$ cat src/rtl/n3l_pair_scheduler.sv
// Candidate-pair sequencer for one (reference cell, neighbor cell) job: walks every
// (i, j) pair, filters it through n3l, and streams out only the accepted pairs.

module n3l (
  input  logic [95:0] ref_pos,
  input  logic [95:0] nbr_pos,
  output logic        o
);
  logic signed [31:0] dx, dy, dz;

  assign dx = nbr_pos[31:0]  - ref_pos[31:0];
  assign dy = nbr_pos[63:32] - ref_pos[63:32];
  assign dz = nbr_pos[95:64] - ref_pos[95:64];

  // 0x8000_0000 has zero magnitude below the sign bit and is treated as forward
  function automatic logic fwd(input logic signed [31:0] d);
    return !(d[31] && (d[30:0] != '0));
  endfunction

  always_comb begin
    o = 1'b0;
    if (dx != '0)      o = fwd(dx);
    else if (dy != '0) o = fwd(dy);
    else if (dz != '0) o = fwd(dz);
  end
endmodule

module n3l_pair_scheduler #(
  parameter int ADDR_W = 8
) (
  input  logic              clk,
  input  logic              rst,
  input  logic              start,
  input  logic [ADDR_W:0]   ref_count,
  input  logic [ADDR_W:0]   nbr_count,
  output logic              busy,
  output logic              done,
  output logic [ADDR_W-1:0] ref_addr,
  input  logic [95:0]       ref_data,
  output logic [ADDR_W-1:0] nbr_addr,
  input  logic [95:0]       nbr_data,
  output logic              pair_valid,
  input  logic              pair_ready,
  output logic [95:0]       pair_ref,
  output logic [95:0]       pair_nbr,
  output logic [ADDR_W-1:0] pair_ref_idx,
  output logic [ADDR_W-1:0] pair_nbr_idx,
  output logic [2*ADDR_W:0] pass_count
);
  typedef enum logic [2:0] {S_IDLE, S_FETCH, S_EVAL, S_EMIT, S_DONE} state_t;

  state_t              state_q, state_d;
  logic [ADDR_W-1:0]   ref_idx, nbr_idx;
  logic [ADDR_W:0]     ref_cnt_r, nbr_cnt_r;
  logic [95:0]         pair_ref_r, pair_nbr_r;
  logic [ADDR_W-1:0]   pair_ref_idx_r, pair_nbr_idx_r;
  logic [2*ADDR_W:0]   pass_q;
  logic                load, capture, advance;
  logic                ref_last, nbr_last, last_cand;
  logic                filt_o;

  n3l u_n3l (
    .ref_pos (ref_data),
    .nbr_pos (nbr_data),
    .o       (filt_o)
  );

  assign ref_last  = ({1'b0, ref_idx} == (ref_cnt_r - (ADDR_W+1)'(1)));
  assign nbr_last  = ({1'b0, nbr_idx} == (nbr_cnt_r - (ADDR_W+1)'(1)));
  assign last_cand = ref_last && nbr_last;

  always_comb begin
    state_d = state_q;
    load    = 1'b0;
    capture = 1'b0;
    advance = 1'b0;
    case (state_q)
      S_IDLE: begin
        if (start) begin
          load    = 1'b1;
          state_d = ((ref_count == '0) || (nbr_count == '0)) ? S_DONE : S_FETCH;
        end
      end
      S_FETCH: state_d = S_EVAL;
      S_EVAL: begin
        if (filt_o) begin
          capture = 1'b1;
          state_d = S_EMIT;
        end else if (last_cand) begin
          state_d = S_DONE;
        end else begin
          advance = 1'b1;
          state_d = S_FETCH;
        end
      end
      S_EMIT: begin
        if (pair_ready) begin
          if (last_cand) begin
            state_d = S_DONE;
          end else begin
            advance = 1'b1;
            state_d = S_FETCH;
          end
        end
      end
      S_DONE:  state_d = S_IDLE;
      default: state_d = S_IDLE;
    endcase
  end

  always_ff @(posedge clk) begin
    if (rst) begin
      state_q        <= S_IDLE;
      ref_idx        <= '0;
      nbr_idx        <= '0;
      ref_cnt_r      <= '0;
      nbr_cnt_r      <= '0;
      pair_ref_r     <= '0;
      pair_nbr_r     <= '0;
      pair_ref_idx_r <= '0;
      pair_nbr_idx_r <= '0;
      pass_q         <= '0;
    end else begin
      state_q <= state_d;
      if (load) begin
        ref_cnt_r <= ref_count;
        nbr_cnt_r <= nbr_count;
        ref_idx   <= '0;
        nbr_idx   <= '0;
        pass_q    <= '0;
      end
      // neighbor index is the inner loop, reference index the outer loop
      if (advance) begin
        if (nbr_last) begin
          nbr_idx <= '0;
          ref_idx <= ref_idx + ADDR_W'(1);
        end else begin
          nbr_idx <= nbr_idx + ADDR_W'(1);
        end
      end
      if (capture) begin
        pair_ref_r     <= ref_data;
        pair_nbr_r     <= nbr_data;
        pair_ref_idx_r <= ref_idx;
        pair_nbr_idx_r <= nbr_idx;
        pass_q         <= pass_q + (2*ADDR_W+1)'(1);
      end
    end
  end

  assign busy         = (state_q == S_FETCH) || (state_q == S_EVAL) || (state_q == S_EMIT);
  assign done         = (state_q == S_DONE);
  assign pair_valid   = (state_q == S_EMIT);
  assign ref_addr     = ref_idx;
  assign nbr_addr     = nbr_idx;
  assign pair_ref     = pair_ref_r;
  assign pair_nbr     = pair_nbr_r;
  assign pair_ref_idx = pair_ref_idx_r;
  assign pair_nbr_idx = pair_nbr_idx_r;
  assign pass_count   = pass_q;
endmodule

$ cat config.mk
export PLATFORM = sky130hd
export DESIGN_NAME = n3l_pair_scheduler
export DESIGN_NICKNAME = d
export VERILOG_FILES = /design/src/rtl/n3l_pair_scheduler.sv
export SDC_FILE = /design/constraint.sdc
export NUM_CORES = 1
export LEC_CHECK = 0
export BUFFER_PORTS_ARGS = -buffer_cell sky130_fd_sc_hd__buf_2
export CAP_MARGIN = 20
export CORE_MARGIN = 8
export CORE_UTILIZATION = 49
export CTS_CLUSTER_SIZE = 25
export DETAILED_ROUTE_END_ITERATION = 6
export PLACE_DENSITY = 0.79
export SKIP_CTS_REPAIR_TIMING = 1
export SYNTH_ARGS = -nofsm -noshare
export SYNTH_HDL_FRONTEND = slang
export SYNTH_SLANG_ARGS = --single-unit
$ cat constraint.sdc
create_clock -name clk -period 4.66 [get_ports clk]
set_clock_uncertainty 0.05 [all_clocks]
set_input_delay 0.699 -clock clk [delete_from_list [all_inputs] [get_ports clk]]
set_output_delay 0.699 -clock clk [all_outputs]
set_load 0.01 [all_outputs]
# After elaboration in Yosys (flattened, before gate mapping)
# Cells that the tools add are included.
# classes
n_addsub	8
n_eq_ne	8
n_mux	25
n_reduce_logical	22
# op_table
op	n
$reduce_bool A32 Y1	3
$sub A32 B32 Y32	3
$reduce_bool A31 Y1	3
$mux W8	6
$mux W17	2
$eq A8 B9 Y1	2
$logic_not A9 Y1	2
$sub A9 B1 Y9 const B	2
$add A17 B1 Y17 const B	1
$add A8 B1 Y8 const B	2
$mux W3	5
$pmux W3 S4	1
$mux W1	10
$eq A3 B2 Y1 const B	2
$logic_and A1 B1 Y1	4
$reduce_bool A2 Y1	2
$eq A3 B1 Y1 const B	1
$eq A3 B3 Y1 const B	1
$logic_not A1 Y1	3
$logic_not A3 Y1	1
$logic_or A1 B1 Y1	3
$ne A2 B1 Y1 const B	1
$ne A2 B2 Y1 const B	1
$pmux W1 S2	1
$reduce_and A2 Y1	1
# totals
register_bits	262
input_bits	214
out_inout_bits	244
word_cells	73

# Logic depth before layout (Yosys ltp)
# logic_depth
ltp_word	10
ltp_mapped	19
ltp_nobuf	15

# Cells and area by module
# Synthesis repeated with hierarchy kept, for this count alone.
# unflattened
hier_cells	2248
hier_area_um2	16319.4
# by_module_without_submodules
module	instances	cells_per_inst	area_each_um2	seq_area_each_um2
n3l_pair_scheduler	1	1294	10121.0	5245.0
n3l	1	954	6198.4	0.0

# Least setup slack after synthesis
# Ideal clock, no wire load.
# synth_path
path_kind	input-to-reg
from	in ref_data[1]
to	reg ref_idx[3], in the netlist ref_addr[3]
setup_time_ps	123
arrival_ps	4747
required_ps	4487
path_slack_ps	-261
cell_stages	17
path_buffers	2
path_cell_list	inv_1 > ha_1 > nor2b_4 > o21a_1 > a221o_1 > xor2_1 > or4_1 > a2111oi_2 > nand4b_1 > or4_1 > nor4_2 > mux2i_1 > a21bo_1 > buf_6 > buf_6 > nor3_1 > mux2_1
# synth_between
elab_chain_len	8
word_cells_on_any_way	9
classes_between	add/sub (1); mux (4); reduce/logical (4)
# synth_lines
item	line_no	source
from (decl)	39	input logic [95:0] ref_data,
$sub A32 B32 Y32 *	11	assign dx = nbr_pos[31:0] - ref_pos[31:0];
$reduce_bool A31 Y1	17	return !(d[31] && (d[30:0] != '0));
$logic_and A1 B1 Y1	17	
$logic_not A1 Y1	17	
$mux W1 *	22	if (dx != '0) o = fwd(dx);
$mux W1 *	86	if (filt_o) begin
$pmux W1 S2 *	77	case (state_q)
$mux W8 *	133	if (advance) begin
to (signal assigned)	136	ref_idx <= ref_idx + ADDR_W'(1);
to (decl)	53	logic [ADDR_W-1:0] ref_idx, nbr_idx;
# Every way passes the cells marked *; elsewhere a longest branch is shown, timed or not.
# A chain may end at the register's enable or synchronous reset.

# Worst setup path in the final report
# layout_path
from	in ref_data[4]
to	reg ref_idx[5], in the netlist ref_addr[5]
# The elaborated chain is that of the path after synthesis.

==> metrics.md <==
| Metric | Value |
|---|---|
| Filler-free cell count of the finished design | 3576 |
| Port buffer count | between 400 and 500 |
| Antenna Nets Post-Route | 0 |
| Synth top area share | 29.5% |
| Origin of the critical flop-to-flop path | nbr_cnt_r[1] |
| Area grow syn2layout | 35.7% |
| GRT Overall Usage | 30.2% |
| Synthesized Nets | around 2.7k |
| GR Overflow Total | 0 |
| Period Utilization, post-route | 98.2% |
| Chip height | 206 microns |
| Detailed-route DRC error count | 1 |
| Sequential fraction of the synthesis area | 29.5% |
| DIE WIDTH | 206 microns |
| H-tree levels | 1 |
| Outcome | complete, but fails checks |
| Most numerous cell in the Yosys netlist | a21oi_1 |
| Critical Path Sink Type | register |
| Final Hold Viols | 0 |
| Global-route wire length before repair | 107000 microns |
| Fraction of layout cells with a size suffix above 1 | 30.5% |
| DRT iter0 DRCs | 1850 |
| Mean area per synthesized cell | 7.33 sq um |
| Top_reg_cell synth | dfxtp_1 |
| CP arrival | 4.99 ns |
| Violated checks | DRC |
| # setup viols final | 0 |
| Clock root buffer | clkbuf_16 |
| VDD IR max | 345 uV |
| Clk slew on worst S/H paths | around 0.070 ns |
| Yosys reg bits | 262 |
| Largest net degree at the start of global routing | 127 |
| Worst Tran Pin Value | 1.12 ns |
| Setup crit start kind | primary input |
| Wirelength, routed | just over 70000 microns |
| WS Path Type | primary input to register |
| Sw Share | 36.6% |
| Worst r2r path cells | 14 |
| Cell variety after synth | 79 |
| Number of global-route vias before repair | a little over 20k |
| Final setup TNS | 0 ns |
| Fin nets | 3403 |
| I/O Pins | 458 |
| Starting Density | 49.8% |
| Max Cap Violations | 0 |
| Final min period | 4.58 ns |
| Post-synth EDFFs | 0 |
| Clock buffer depth | 3 |
| Reg-to-Reg End | ref_addr[5] |
| Die Area | approximately 0.043 sq mm |
| Syn Inst Count | 2425 |
| DR vias/cell | just over 6 |
| Slew headroom | 25.5% |
| PwrDens | 336 mW/mm^2 |
| Clock Power Share | 28.8% |
| Worst Path Required | 5.07 ns |
| Worst hold path class | primary input to register |
| Crit path max fanout | 8 |
| Clk Latency, worst-skew pair | between 0.5 and 0.6 ns |
| Area contributors post-synth | dfxtp_1 30%, a21oi_1 9.5%, o21ai_0 7.3% |
| CORE AREA | 0.0357 sq mm |
| Most frequent cells after synthesis | 339 x a21oi_1, 262 x dfxtp_1, 258 x o21ai_0 |
| TritonCTS Buffers | 28 |
| WHS | 0.332 ns |
| Placed Cells | 3499 |
| DR WL/cell | 19.9 microns |
| Hold Crit Depth | 3 |
| Antenna violations before repair | 4 |
| Placer Congestion | 0.961 |
| R2R Setup Slk | 1.03 ns |
| Site Rows | 69 |
| Sequential share of power | a little under a third |
| Clock Sinks | 262 |
| TritonCTS clock tree | yes |
| Synthesized area | 0.0178 sq mm |
| Via count | 21.7k |
| Dpl hpwl | 53200 microns |
| Comb pwr share | between 40% and 50% |
| YS warnings | 0 |
| Sw Pwr | slightly below 3 mW |
| Asr flop ratio synth | 0% |
| Detailed-router iteration count before antenna repair | 7 |
| Fmax | 218 MHz |
| Hold path endpoint | pair_ref[75] |
| P_int | 5.14 mW |
| Cell taking the most area after synthesis | dfxtp_1 |
| Hold Startpoint | ref_data[75] |
| Max-slew violations | 0 |
| Static leakage | 10.9 nW |
critical path, cell delays in order:
cell,delay [ns]
buf_2,0.09
inv_1,0.04
ha_1,0.32
and2_4,0.17
buf_4,0.13
a221o_1,0.37
xor2_1,0.15
or4_4,0.51
a2111oi_4,0.24
nand4b_1,0.14
or4_4,0.51
nor4_4,0.20
mux2i_2,0.29
buf_4,0.15
a21boi_4,0.18
buf_12,0.15
buf_16,0.17
nand4_1,0.13
mux2_4,0.33
metrics by stage:
stage | util (%) | setup slack (ns) | instance area [sq um] | power [mW]
finish | 67.7 | 0.0821 | 24100 | 8.10
global route | 67.7 | -0.0477 | 24100 | 8.45
CTS | 65.9 | -0.0217 | 23500 | 7.71
detailed placement | 63.3 | -0.598 | 22600 | 5.40
global placement | 63.3 | -0.537 | 22600 | 5.34
floorplan | - | 0.00835 | 17800 | 4.24
power by group through the flow:
stage / clock (mW) / combinational (mW) / sequential [mW]
after global routing: 2.43 / 3.52 / 2.50
after CTS: 2.34 / 2.88 / 2.48
after floorplan: 0 / 1.66 / 2.57
final: 2.33 / 3.28 / 2.49
after detailed placement: 0 / 2.86 / 2.53
after global placement: 0 / 2.82 / 2.52
worst max path at each step:
stage	startpoint	slack (ns)	endpoint	cells after the start
after floorplan	ref_data[27]	0.008	ref_addr[3]	18
after global placement	ref_data[65]	-0.54	ref_addr[6]	17
after detailed placement	ref_data[74]	-0.60	ref_addr[6]	17
after CTS	ref_data[1]	-0.02	pair_ref[57]	19
after global routing	ref_data[4]	-0.05	ref_addr[5]	19
final	ref_data[4]	0.08	ref_addr[5]	19
cells by family (layout without fill, tap and decap cells):
kind of cell / after synthesis / count (layout) / synth area share [%]
flops: 262 / 262 / 29.5
compound gates: 886 / 887 / 29.1
buf+inv: 327 / 1013 / 8.13
other cells: 0 / 3 / 0
mux: 22 / 22 / 1.30
fa+ha+maj: 98 / 98 / 6.90
xor+xnor: 63 / 63 / 3.11
simple gates: 767 / 767 / 21.9
registers in the layout, summed over array words and instances (netlist names):
register	flops
state_q	3
ref_cnt_r	9
pair_ref_idx	8
pair_ref	96
nbr_addr	8
pair_nbr_idx	8
ref_addr	8
nbr_cnt_r	9
pair_nbr	96
pass_count	17
layout by cell type, fill, tap and decap left out, drive strengths merged, types with 11 or more instances in the layout:
master / count
and2: 12
ha: 98
inv: 129
a211oi: 13
clkbuf: 52
xor2: 25
a211o: 21
nand2: 161
o31ai: 11
dfxtp: 262
nand2b: 29
o21ai: 300
buf: 823
nand3b: 11
xnor2: 38
o211ai: 26
nand4: 47
nor3: 32
or4: 13
nor2: 105
and3: 22
nor2b: 16
and4: 11
a21o: 29
mux2i: 13
o21a: 24
a21oi: 339
or2: 15
a31oi: 23
nand3: 254
metal layers:
metal | global-route usage, % | share of wire (%) | vias to the layer above
li1 | - | - | 10174
met5 | 0 | 0.015 | -
met4 | 11.5 | 4.0 | 2
met1 | 37.0 | 40 | 10234
met2 | 51.6 | 48 | 1125
met3 | 5.83 | 8.9 | 208
area by class of cell:
class	instances	area (sq um)
clock buffer	41	800
antenna	3	7.51
tap	461	577
sequential	262	5250
timing repair buffer	834	5550
multi-input combinational	1837	11300
clock inverter	10	140
fill	2997	11500
inverter	128	480
Power figures use the tool's default switching activity.
